--- config.mk ---
export PLATFORM = sky130hd
export DESIGN_NAME = itof_pipe_flat
export DESIGN_NICKNAME = d
export VERILOG_FILES = /design/src/rtl/fpu_pkg.sv /design/src/rtl/itof_pipe_if.sv /design/src/rtl/itof_lzc.sv /design/src/rtl/itof_pipe.sv /design/src/flat_wrapper.sv
export SDC_FILE = /design/constraint.sdc
export NUM_CORES = 1
export LEC_CHECK = 0
export ABC_AREA = 1
export CORE_ASPECT_RATIO = 1.75
export CORE_UTILIZATION = 35
export DETAILED_ROUTE_END_ITERATION = 8
export GPL_TIMING_DRIVEN = 0
export MAX_ROUTING_LAYER = met4
export SETUP_SLACK_MARGIN = 0.05
export SYNTH_ARGS = -nofsm -noshare
export SYNTH_HDL_FRONTEND = slang
export SYNTH_SLANG_ARGS = --single-unit
export TNS_END_PERCENT = 1
--- constraint.sdc ---
create_clock -name clk -period 3.6 [get_ports clk]
set_input_delay 0.72 -clock clk [delete_from_list [all_inputs] [get_ports clk]]
set_output_delay 0.72 -clock clk [all_outputs]
set_load 0.005 [all_outputs]
--- src/rtl/fpu_pkg.sv ---
// rtl/fpu_pkg.sv - shared FPU constants and the IEEE-754 single-precision struct
package fpu_pkg;

  localparam int FLT_W    = 32;
  localparam int EXP_W    = 8;
  localparam int MANT_W   = 23;
  localparam int EXP_BIAS = 127;

  typedef struct packed {
    logic              sign;
    logic [EXP_W-1:0]  exp;
    logic [MANT_W-1:0] mant;
  } float32_t;

endpackage

--- src/rtl/itof_pipe_if.sv ---
// rtl/itof_pipe_if.sv - operand/result handshake bundle for itof_pipe
interface itof_pipe_if #(
  parameter int IN_W = 32
);
  import fpu_pkg::*;

  logic             in_valid;
  logic             in_ready;
  logic [IN_W-1:0]  in_data;
  logic             in_unsigned;
  logic             out_valid;
  logic             out_ready;
  logic [FLT_W-1:0] out_data;

  modport master (
    output in_valid, in_data, in_unsigned, out_ready,
    input  in_ready, out_valid, out_data
  );

  modport slave (
    input  in_valid, in_data, in_unsigned, out_ready,
    output in_ready, out_valid, out_data
  );

endinterface

--- src/rtl/itof_lzc.sv ---
// rtl/itof_lzc.sv - combinational leading-one detector: pos = index of the top set bit of v
module itof_lzc #(
  parameter  int IN_W = 32,
  localparam int PW   = $clog2(IN_W)
) (
  input  logic [IN_W-1:0] v,
  output logic [PW-1:0]   pos,
  output logic            zero
);

  // Later (higher) indices overwrite earlier ones, so the last hit is the MSB.
  always_comb begin
    pos = '0;
    for (int i = 0; i < IN_W; i++) begin
      if (v[i]) begin
        pos = PW'(i);
      end
    end
  end

  assign zero = ~|v;

endmodule

--- src/rtl/itof_pipe.sv ---
// rtl/itof_pipe.sv - 3-stage integer to IEEE single converter; define ITOF_RNE_EN for round-to-nearest-even, else truncation
module itof_pipe
  import fpu_pkg::*;
#(
  parameter int IN_W           = 32,
  parameter int DEFAULT_SIGNED = 1
) (
  input logic        clk,
  input logic        rst,
  itof_pipe_if.slave bus
);

  localparam int PW    = $clog2(IN_W);
  localparam int FW    = IN_W - 1;
  localparam int XW    = (FW > MANT_W) ? FW : MANT_W;
  localparam int XPW   = XW + 3;
  localparam int PADW  = XW - FW + 3;
  localparam int unused_default_signed = DEFAULT_SIGNED;

  logic adv;

  logic             s1_valid;
  logic             s1_sign;
  logic [IN_W-1:0]  s1_mag;

  logic             s2_valid;
  logic             s2_sign;
  logic             s2_zero;
  logic [PW-1:0]    s2_pos;
  logic [FW-1:0]    s2_frac;

  logic             s1_sign_c;
  logic [IN_W-1:0]  s1_mag_c;
  logic [PW-1:0]    lzc_pos;
  logic             lzc_zero;
  logic [PW-1:0]    shamt;
  logic [IN_W-1:0]  norm_c;
  logic             unused_lead;

  logic [XPW-1:0]    fx;
  logic [MANT_W-1:0] mant_t;
  logic [MANT_W-1:0] mant_r;
  logic [EXP_W-1:0]  exp_c;
  float32_t          res_c;

  // Single global advance: every stage moves or every stage holds.
  assign adv          = !bus.out_valid || bus.out_ready;
  assign bus.in_ready = adv;

  assign s1_sign_c = !bus.in_unsigned && bus.in_data[IN_W-1];
  assign s1_mag_c  = s1_sign_c ? (~bus.in_data + IN_W'(1)) : bus.in_data;

  itof_lzc #(.IN_W(IN_W)) u_lzc (
    .v    (s1_mag),
    .pos  (lzc_pos),
    .zero (lzc_zero)
  );

  assign shamt       = PW'(IN_W - 1) - lzc_pos;
  assign norm_c      = s1_mag << shamt;
  assign unused_lead = norm_c[IN_W-1];

  // Fraction left-aligned with three spare zero bits so guard/round/sticky slices always exist.
  assign fx     = XPW'(s2_frac) << PADW;
  assign mant_t = fx[XPW-1 -: MANT_W];

`ifdef ITOF_RNE_EN
  logic guard_b;
  logic round_b;
  logic sticky_b;
  logic round_up;
  logic carry;

  assign guard_b  = fx[XW-MANT_W+2];
  assign round_b  = fx[XW-MANT_W+1];
  assign sticky_b = |fx[XW-MANT_W:0];
  assign round_up = guard_b && (round_b || sticky_b || mant_t[0]);
  assign {carry, mant_r} = {1'b0, mant_t} + {{MANT_W{1'b0}}, round_up};
  assign exp_c = EXP_W'(EXP_BIAS) + EXP_W'(s2_pos) + {{(EXP_W-1){1'b0}}, carry};
`else
  logic unused_tail;

  assign unused_tail = ^fx[XW-MANT_W+2:0];
  assign mant_r      = mant_t;
  assign exp_c       = EXP_W'(EXP_BIAS) + EXP_W'(s2_pos);
`endif

  always_comb begin
    res_c = '0;
    if (!s2_zero) begin
      res_c.sign = s2_sign;
      res_c.exp  = exp_c;
      res_c.mant = mant_r;
    end
  end

  always_ff @(posedge clk) begin
    if (rst) begin
      s1_valid      <= 1'b0;
      s1_sign       <= 1'b0;
      s1_mag        <= '0;
      s2_valid      <= 1'b0;
      s2_sign       <= 1'b0;
      s2_zero       <= 1'b0;
      s2_pos        <= '0;
      s2_frac       <= '0;
      bus.out_valid <= 1'b0;
      bus.out_data  <= '0;
    end else if (adv) begin
      s1_valid      <= bus.in_valid;
      s1_sign       <= s1_sign_c;
      s1_mag        <= s1_mag_c;
      s2_valid      <= s1_valid;
      s2_sign       <= s1_sign;
      s2_zero       <= lzc_zero;
      s2_pos        <= lzc_pos;
      s2_frac       <= norm_c[IN_W-2:0];
      bus.out_valid <= s2_valid;
      if (s2_valid) begin
        bus.out_data <= res_c;
      end
    end
  end

endmodule

--- src/flat_wrapper.sv ---
// flat-port wrapper written by rule: the top's interface ports become plain ports
module itof_pipe_flat import fpu_pkg::*;
#(
  parameter int IN_W           = 32,
  parameter int DEFAULT_SIGNED = 1
)
  (clk, rst, bus_in_valid, bus_in_data, bus_in_unsigned, bus_out_ready, bus_in_ready, bus_out_valid, bus_out_data);
  itof_pipe_if #(.IN_W(IN_W)) bus_i ();
  input logic clk;
  input logic rst;
  input wire logic [$bits(bus_i.in_valid)-1:0] bus_in_valid;
  input wire logic [$bits(bus_i.in_data)-1:0] bus_in_data;
  input wire logic [$bits(bus_i.in_unsigned)-1:0] bus_in_unsigned;
  input wire logic [$bits(bus_i.out_ready)-1:0] bus_out_ready;
  output wire logic [$bits(bus_i.in_ready)-1:0] bus_in_ready;
  output wire logic [$bits(bus_i.out_valid)-1:0] bus_out_valid;
  output wire logic [$bits(bus_i.out_data)-1:0] bus_out_data;
  assign bus_i.in_valid = bus_in_valid;
  assign bus_i.in_data = bus_in_data;
  assign bus_i.in_unsigned = bus_in_unsigned;
  assign bus_i.out_ready = bus_out_ready;
  assign bus_in_ready = bus_i.in_ready;
  assign bus_out_valid = bus_i.out_valid;
  assign bus_out_data = bus_i.out_data;
  itof_pipe #(.IN_W(IN_W), .DEFAULT_SIGNED(DEFAULT_SIGNED)) u_core (.clk(clk), .rst(rst), .bus(bus_i));
endmodule
; ---- Word level (Yosys, flattened, before mapping)
; Index checks and enable logic that the tools add are counted.
; W data, S select, Z words.
[word_totals]
output_inout_bits = 34
input_bits = 37
elab_cells = 55
ff_bits = 106
[op_classes]
mux = 33
n_reduce_logical = 7
shifts = 1
n_bitwise = 1
add_sub_neg = 3
[ops]
columns = cell, count
row1 = $mux W5, 30
row2 = $mux W32, 2
row3 = $add A32 B1 Y32 const B, 1
row4 = $not A32 Y32, 1
row5 = $reduce_or A32 Y1, 1
row6 = $shl A32 B5 Y31, 1
row7 = $add A7 B5 Y8 const A, 1
row8 = $sub A5 B5 Y5 const A, 1
row9 = $logic_not A1 Y1, 3
row10 = $reduce_and A2 Y1, 1
row11 = $logic_and A1 B1 Y1, 1
row12 = $logic_or A1 B1 Y1, 1
row13 = $mux W1, 1

; ---- Longest topological paths before layout
; Gate-level depths: netlist of run 1.
[logic_depth]
depth_word = 33
mapped_depth = 41
ltp_nobuf = 41

; ---- Modules after synthesis
; A second synthesis of run 1 with hierarchy kept.
[hier_totals]
cells_unflattened = 1080
area_unflattened_um2 = 6585.1
[by_module_without_submodules]
columns = module, instances, cells_per_inst, seq_area_each_um2, area_per_inst_um2
row1 = itof_pipe, 1, 974, 1961.9, 6169.7
row2 = itof_lzc, 1, 106, 0.0, 415.4

; ---- Least setup slack after synthesis of run 1
; Ideal clock, no wire load.
[synth_timing]
path_type = in2reg
startpoint = input port bus_in_data[2]
endpoint = register u_core.s1_mag[29]
path_stages = 15
slack_ns = 0.699
arrival_ns = 2.784
required_time_ns = 3.484
path_buffers = 0
setup_ns = 0.116
path_cell_list = inv_1 -> nand3_1 -> nor3_1 -> inv_1 -> nor3_1 -> nand3_1 -> nor3_1 -> nand2_1 -> nor3_1 -> a21oi_1 -> a21oi_1 -> o21ai_0 -> xor2_1 -> o211ai_1 -> inv_1
[synth_between]
elab_chain_len = 3
[synth_rtl]
columns = element, line
row1 = "start, declared", flat_wrapper.sv:12  ; input wire logic [$bits(bus_i.in_data)-1:0] bus_in_data;
row2 = $not A32 Y32, itof_pipe.sv:51  ; assign s1_mag_c = s1_sign_c ? (~bus.in_data + IN_W'(1)) : bus.in_data;
row3 = $add A32 B1 Y32, itof_pipe.sv:51
row4 = $mux W32, itof_pipe.sv:51
row5 = "end signal, assigned", itof_pipe.sv:112  ; s1_mag <= s1_mag_c;
row6 = "end, declared", itof_pipe.sv:24  ; logic [IN_W-1:0] s1_mag;
; Every way passes these cells.
; A chain may end at the register's enable or synchronous reset.

; ---- Worst setup path after layout of run 1
[layout_timing]
startpoint = input port bus_out_ready
endpoint = output port bus_in_ready
[layout_between]
elab_chain_len = 1
[layout_rtl]
columns = element, line
row1 = "start, declared", flat_wrapper.sv:14  ; input wire logic [$bits(bus_i.out_ready)-1:0] bus_out_ready;
row2 = $logic_or A1 B1 Y1, itof_pipe.sv:47  ; assign adv = !bus.out_valid || bus.out_ready;
row3 = "end, declared", flat_wrapper.sv:15  ; output wire logic [$bits(bus_i.in_ready)-1:0] bus_in_ready;
; Every way passes these cells.

==> out/metrics.yaml, run 1 <==
antenna_found_initial: 0
cts_setup_buffers: 0
setup_slack_ns: 0.219
path_max_fanout: 10
max_stage_delay_ns: 0.51
cellLeakagePower_nw: 3.25
slew_headroom_pct: 33.2
critPathSlowestCell: "clkdlybuf4s50_1"
cts_max_path_buffers: 2
synth-seq-area-share_pct: 32.5
crit_chain: "clkdlybuf4s50_1, nor2_1, clkbuf_2, clkinv_2, clkbuf_2, clkdlybuf4s50_1"
synth_area_um2: 6030
synth_edf_count: 0
rr_worst_depth: 11
area_delta_synth_final_pct: 22.6
pwr-share-clk_pct: 29.6
drt-pass1-iter-count: 5
dieArea_um2: 17800
pwr-share-comb_pct: 35.4
grt_overflow: 0
vias: 6691
h-tree-depth: 3
rows: 63
holdPathStages: 2
internal-power_mw: 2.29
grt_pass1_wl_mm: 34.6
grt_usage_pct: 26.6
end_kind: "output pin"
dpl_worst_slack_ns: -0.478
rsz0062_at_grt: "yes"
power_frac_seq_pct: 35.0
synthDistinctLibCells: 34
cts_root_buf: "clkbuf_16"
async_flop_share_pct: 0
worst-path-stages: 6
r2r_start: "u_core.s1_mag[8]$_SDFFE_PP0N_"
drt-initial-drc-count: 343
critPathLaunchType: "input port"
fillers: 1918
cts_sinks: 98
antenna_left: 0
syn_nets: 1027
worst_slew_pin_slew_ns: 1.00
setup_viol: 0
dpl.hpwl_mm: 18.0
syn_avg_cell_area_um2: 6.11
fin_crit_ns: 3.38
die_h_um: 176
crit_buf_inv: 5
cp_top_family: "buffers and inverters"
routedWlPerCell_um: 16.9
hp-start: "u_core.bus.out_data[10]$_SDFFE_PP0P_"
drt_wl_total_mm: 22.0
place_congestion: 0.975
coreArea_um2: 16900
finalCritPeriodShare_pct: 93.9
drive_above_1_share_pct: 3.82
drv_cap: 0
r2r_setup_slack_ns: 0.24
switching_share_pct: 38.2
peakVddDrop_v: 0.000222
insertion_delay_ns: 0.36
totalPowerFinal_mw: 3.70
max_freq_mhz: 296
synth_seq_cells: 98
pwr_density_cell_nw_per_um2: 501
drc: 0
via_per_inst: 5.14
outcome: "complete, no violations"
cts.clk_slew.worst_paths_ns: 0.07
skew_ns: 0.00738
final_area_um2: 7400
ios: 71
start_util_pct: 35.8
hold_end: "u_core.bus.out_data[10]$_SDFFE_PP0P_"
slew_viol_final: 0
cts_tree: "built"
final_nets: 1108
hold_viol: 0
final_common_cell: "nand2_1"
io_buffers: 70
hold_path.class: "flop to flop"
cp.arrival_ns: 2.66
worst_ep_required_time_ns: 2.88
synth_warnings: 0
mostFrequentLayoutCells: "nand2_1 (283), nand3_1 (174), inv_1 (97), dfxtp_1 (97)"
path_class: "input port to output pin"
grt_pass1_vias: 6449
cts_buffers: 9
antenna_cells: 0
r2r_end: "u_core.s2_frac[18]$_SDFFE_PP0N_"
syn_inst: 988
synthFlopType: "dfxtp_1"
holdBufCountCts: 0
placed_cell_area_um2: 7020
switchingPower_mw: 1.41
grt_max_degree: 18
chipWidth_um: 101
==> power by group through the flow <==
stage / clock [mW] / sequential (mW) / combinational, mW
6_report: 1.10 / 1.30 / 1.31
5_1_grt: 1.16 / 1.31 / 1.46
4_1_cts: 1.11 / 1.30 / 1.30
3_5_place_dp: 0 / 1.32 / 1.29
3_3_place_gp: 0 / 1.32 / 1.30
2_1_floorplan: 0 / 1.30 / 0.872
==> cells in the mapped netlist (2+ instances only) <==
master | instances | area share [%]
nand2_1 | 283 | 18
nand3_1 | 175 | 15
dfxtp_1 | 98 | 33
inv_1 | 97 | 6.0
a21oi_1 | 72 | 6.0
nor2_1 | 72 | 4.5
o21ai_0 | 43 | 3.6
clkbuf_1 | 35 | 2.2
o211ai_1 | 20 | 2.5
xor2_1 | 19 | 2.8
nor3_1 | 17 | 1.4
buf_1 | 10 | 0.62
xnor2_1 | 7 | 1.0
buf_2 | 5 | 0.41
nor4_1 | 5 | 0.52
o221ai_1 | 4 | 0.58
buf_6 | 3 | 0.56
clkinv_1 | 2 | 0.12
ha_1 | 2 | 0.41
inv_2 | 2 | 0.12
nand4_1 | 2 | 0.21
o21ai_1 | 2 | 0.17
o21bai_1 | 2 | 0.25
==> timing repair <==
item / in CTS / in global routing
setup endpoints to repair: 2 / 8
hold endpoints to repair: 0 / 0
resized for setup: 4 / 8
==> kinds of logic (layout without fill, tap and decap cells) <==
family | count (synthesis) | in the layout | share of synthesized area [%]
AO/OA/AOI/OAI | 150 | 150 | 14.0
XOR/XNOR | 26 | 26 | 3.77
adder cells (fa/ha/maj) | 2 | 2 | 0.415
buffers and inverters | 155 | 241 | 10.2
flip-flops | 98 | 98 | 32.5
AND/OR/NAND/NOR | 557 | 557 | 39.1
==> how the worst max path moves through the flow <==
stage,from,to,slack [ns]
2_1_floorplan,bus_in_data[2],u_core.s1_mag[29]$_SDFFE_PP0N_,0.70
3_3_place_gp,bus_in_data[2],u_core.s1_mag[29]$_SDFFE_PP0N_,-0.46
3_5_place_dp,bus_in_data[0],u_core.s1_mag[29]$_SDFFE_PP0N_,-0.48
4_1_cts,bus_in_data[0],u_core.s1_mag[28]$_SDFFE_PP0N_,0.1
5_1_grt,u_core.s1_mag[2]$_SDFFE_PP0N_,u_core.s2_frac[26]$_SDFFE_PP0N_,0.05
6_report,bus_out_ready,bus_in_ready,0.22
==> cell type report <==
| class | instances | area (um^2) | area share [%] |
|---|---|---|---|
| Multi-Input combinational cell | 735 | 3490 | 47.2 |
| Sequential cell | 98 | 1960 | 26.5 |
| Timing Repair Buffer | 70 | 701 | 9.47 |
| Inverter | 101 | 380 | 5.14 |
| Tap cell | 227 | 284 | 3.84 |
| Buffer | 54 | 240 | 3.25 |
| Clock buffer | 10 | 239 | 3.23 |
| Clock inverter | 6 | 95.1 | 1.29 |
==> sequential cells by signal, indices dropped and copies added (netlist names) <==
signal	count
u_core.s1_sign	1
u_core.bus.out_data	32
u_core.s2_zero	1
u_core.s2_valid	1
u_core.s1_mag	32
u_core.s2_frac	23
u_core.s1_valid	1
u_core.s2_pos	5
u_core.s2_sign	1
u_core.bus.out_valid	1
==> worst reg2reg max path, stage by stage, from the launching register on <==
cell	delay, ns
dfxtp_1	0.35
nor2_1	0.20
nand2_1	0.08
nor2_1	0.37
inv_1	0.08
a21oi_1	0.78
clkinv_1	0.57
clkbuf_1	0.34
nand3_1	0.22
nand2_1	0.08
o21bai_1	0.12
inv_1	0.05
==> per-stage QoR <==
step | TNS [ns] | hold slack (ns) | utilization (%) | std cells
2_1_floorplan | 0 | 0.438 | - | 988
3_3_place_gp | -1.79 | 0.449 | 41.6 | 1285
3_5_place_dp | -2.01 | 0.455 | 41.6 | 1285
4_1_cts | 0 | 0.466 | 43.6 | 1301
5_1_grt | 0 | 0.478 | 43.9 | 1301
6_report | 0 | 0.464 | 43.9 | 1301
==> per-layer routing <==
layer | routed length (um) | track usage, %
met2 | 12400 | 51.0
met3 | 474 | 2.79
met1 | 8210 | 25.8
met5 | 0 | -
met4 | 935 | 12.7
(Power assumes the default switching activity.)
==> run 2: changes to the inputs <==
--- a/config.mk
+++ b/config.mk
@@ -6,11 +6,12 @@
 export NUM_CORES = 1
 export LEC_CHECK = 0
 export ABC_AREA = 1
+export CAP_MARGIN = 20
 export CORE_ASPECT_RATIO = 1.75
 export CORE_UTILIZATION = 35
 export DETAILED_ROUTE_END_ITERATION = 8
 export GPL_TIMING_DRIVEN = 0
-export MAX_ROUTING_LAYER = met4
+export REMOVE_ABC_BUFFERS = 1
 export SETUP_SLACK_MARGIN = 0.05
 export SYNTH_ARGS = -nofsm -noshare
 export SYNTH_HDL_FRONTEND = slang
==> run 2 against run 1 <==
Effect of this change:
- cell count fell by 2.8%
- critical path depth fell by 2
- flip-flop and latch count did not move
- worst hold slack got worse by 0.0051 ns
- clock skew fell by 0.0011 ns
- sequential power barely moved
- non-clock buffer count fell by 43
- first-iteration DRC count fell by 3.2%
- register-to-register slack improved by 0.16 ns
- combinational power barely moved
- via count fell by 4.4%
- critical path type unchanged
==> out/metrics.yaml, run 2 (synthesis gave the netlist of run 1 again) <==
peakVddDrop_v: 0.000207  # -6.5%
totalPowerFinal_mw: 3.62  # -2.3%
die_h_um: 176  # unchanged
antenna_left: 0  # unchanged
cp.arrival_ns: 2.59  # -0.07 ns
cts_sinks: 98  # unchanged
rows: 63  # unchanged
finalSetupTns_ns: 0  # unchanged
final_cells: 1264  # -2.8%
placed_cell_area_um2: 6910  # -1.5%
io_buffers: 70  # unchanged
mostFrequentLayoutCells: "nand2_1 (282), nand3_1 (172), dfxtp_1 (96), inv_1 (95)"
path_max_fanout: 63  # +53
fin_crit_ns: 3.31  # -0.0760 ns
final_area_um2: 7460  # +0.80%
worst_slew_pin_slew_ns: 0.974  # -0.0280 ns
cts_root_buf: "clkbuf_16"
rsz0062_at_grt: "yes"
drt-pass1-iter-count: 7  # +2
drc: 0  # unchanged
hold_viol: 0  # unchanged
start_util_pct: 35.8  # unchanged
holdBufCountCts: 0  # unchanged
antenna_cells: 0  # unchanged
ios: 71  # unchanged
slew_headroom_pct: 34.8  # +1.6 points
pwr_density_cell_nw_per_um2: 485  # -3.1%
coreArea_um2: 16900  # unchanged
grt_overflow: 0  # unchanged
reg_top3: "u_core.bus.out_data (32), u_core.s1_mag (32), u_core.s2_frac (23)"
critPathLaunchType: "input port"
cts.clk_slew.worst_paths_ns: 0.07  # about the same
drive_above_1_share_pct: 5.59  # +1.8 points
grt_pass1_wl_mm: 28.2  # -18%
drt_wl_total_mm: 17.8  # -19%
grt_usage_pct: 20.1  # -6.5 points
setup_viol: 0  # unchanged
cts_buffers: 9  # unchanged
end_kind: "output pin"
final_common_cell: "nand2_1"
chipWidth_um: 101  # unchanged
via_per_inst: 5.06  # -1.6%
grt_max_degree: 64  # +46
drt-initial-drc-count: 332  # -3.2%
antenna_found_initial: 0  # unchanged
dieArea_um2: 17800  # unchanged
skew_ns: 0.00625  # -0.00113 ns
drv_cap: 0  # unchanged
max_freq_mhz: 303  # +2.3%
place_congestion: 0.936  # -3.9%
path_class: "input port to output pin"
hold_path.class: "flop to flop"
slew_viol_final: 0  # unchanged
area_delta_synth_final_pct: 23.6
worst_ep_required_time_ns: 2.88  # about the same
routedWlPerCell_um: 14.1  # -17%
insertion_delay_ns: 0.35  # about the same
grt_pass1_vias: 5851  # -9.3%
cts_tree: "built"
h-tree-depth: 3  # unchanged
cellLeakagePower_nw: 3.26  # +0.20%
cts_max_path_buffers: 2  # unchanged
outcome: "complete, no violations"
final_nets: 1071  # -3.3%
vias: 6398  # -4.4%
finalCritPeriodShare_pct: 91.8  # -2.1 points
dp_cells: 1238  # -3.7%
dpl.hpwl_mm: 12.8  # -29%
==> run 2: cell types whose count changed in the layout (fill, tap and decap cells not counted), moves of 3 or more <==
cell        before  now
clkinvlp_4       0    3
buf_6            3    0
nand2_4          1    4
buf_2            4    1
clkbuf_1        33    0
buf_4            1    4
buf_8            0    3
inv_6            3    0
clkinv_4         1    4
buf_1           10    0
nand2_8          0    4
==> run 2: worst max-delay path: stages <==
cell             delay [ns]
clkdlybuf4s50_1        0.44
nor2_4                 0.40
clkinv_4               0.44
clkdlybuf4s50_1        0.57
==> run 2: layout make-up <==
cell class,instances,area [um^2]
multi-input cells,740,3630
well taps,227,284
flip-flops and latches,98,1960
repair inverters,1,7.51
fillers,1852,9410
repair buffers,81,866
inverters,101,388
clock inverters,6,75.1
clock buffers,10,239
==> run 2: metrics by stage <==
stage / utilization, % / hold WS [ns] / setup slack, ns
after floorplan: - / 0.432 / -1.18
after global placement: 40.2 / 0.451 / -4.52
after detailed placement: 41.0 / 0.450 / -0.450
after CTS: 43.0 / 0.462 / 0.0655
after global routing: 44.2 / 0.479 / 0.0249
final: 44.2 / 0.459 / 0.295
==> run 2: worst paths after layout <==
| check | startpoint | end | slack, ns | depth (start not counted) |
|---|---|---|---|---|
| setup reg to reg | u_core.s1_mag[2]$_SDFFE_PP0N_ | u_core.s2_frac[25]$_SDFFE_PP0N_ | 0.40 | 39 |
| hold reg to reg | u_core.s2_frac[29]$_SDFFE_PP0N_ | u_core.bus.out_data[21]$_SDFFE_PP0P_ | 0.46 | 2 |
| setup / recovery | bus_out_ready | bus_in_ready | 0.29 | 4 |
| hold / removal | u_core.s2_frac[29]$_SDFFE_PP0N_ | u_core.bus.out_data[21]$_SDFFE_PP0P_ | 0.46 | 2 |
==> run 2: timing repair <==
item | 4_1_cts | 5_1_grt
hold endpoints to repair | 0 | 0
endpoints found under the setup margin | 22 | 26
pin swaps | 0 | 3
gates cloned | 0 | 6
setup buffers | 0 | 2
gates resized for setup | 7 | 17
==> run 2: where the power goes <==
part | leakage [nW] | switching, mW | internal, mW
clock network | 0.151 | 0.441 | 0.566
registers | 0.808 | 0.0817 | 1.21
logic | 2.30 | 0.851 | 0.469
total | 3.26 | 1.37 | 2.25
==> run 2: routing by layer <==
layer	vias to the layer above	GRT usage, %	wire length [um]
li1	3319	-	-
met1	2873	22.0	7030
met2	154	36.3	9310
met3	52	2.39	508
met4	0	11.6	917
met5	-	0	0
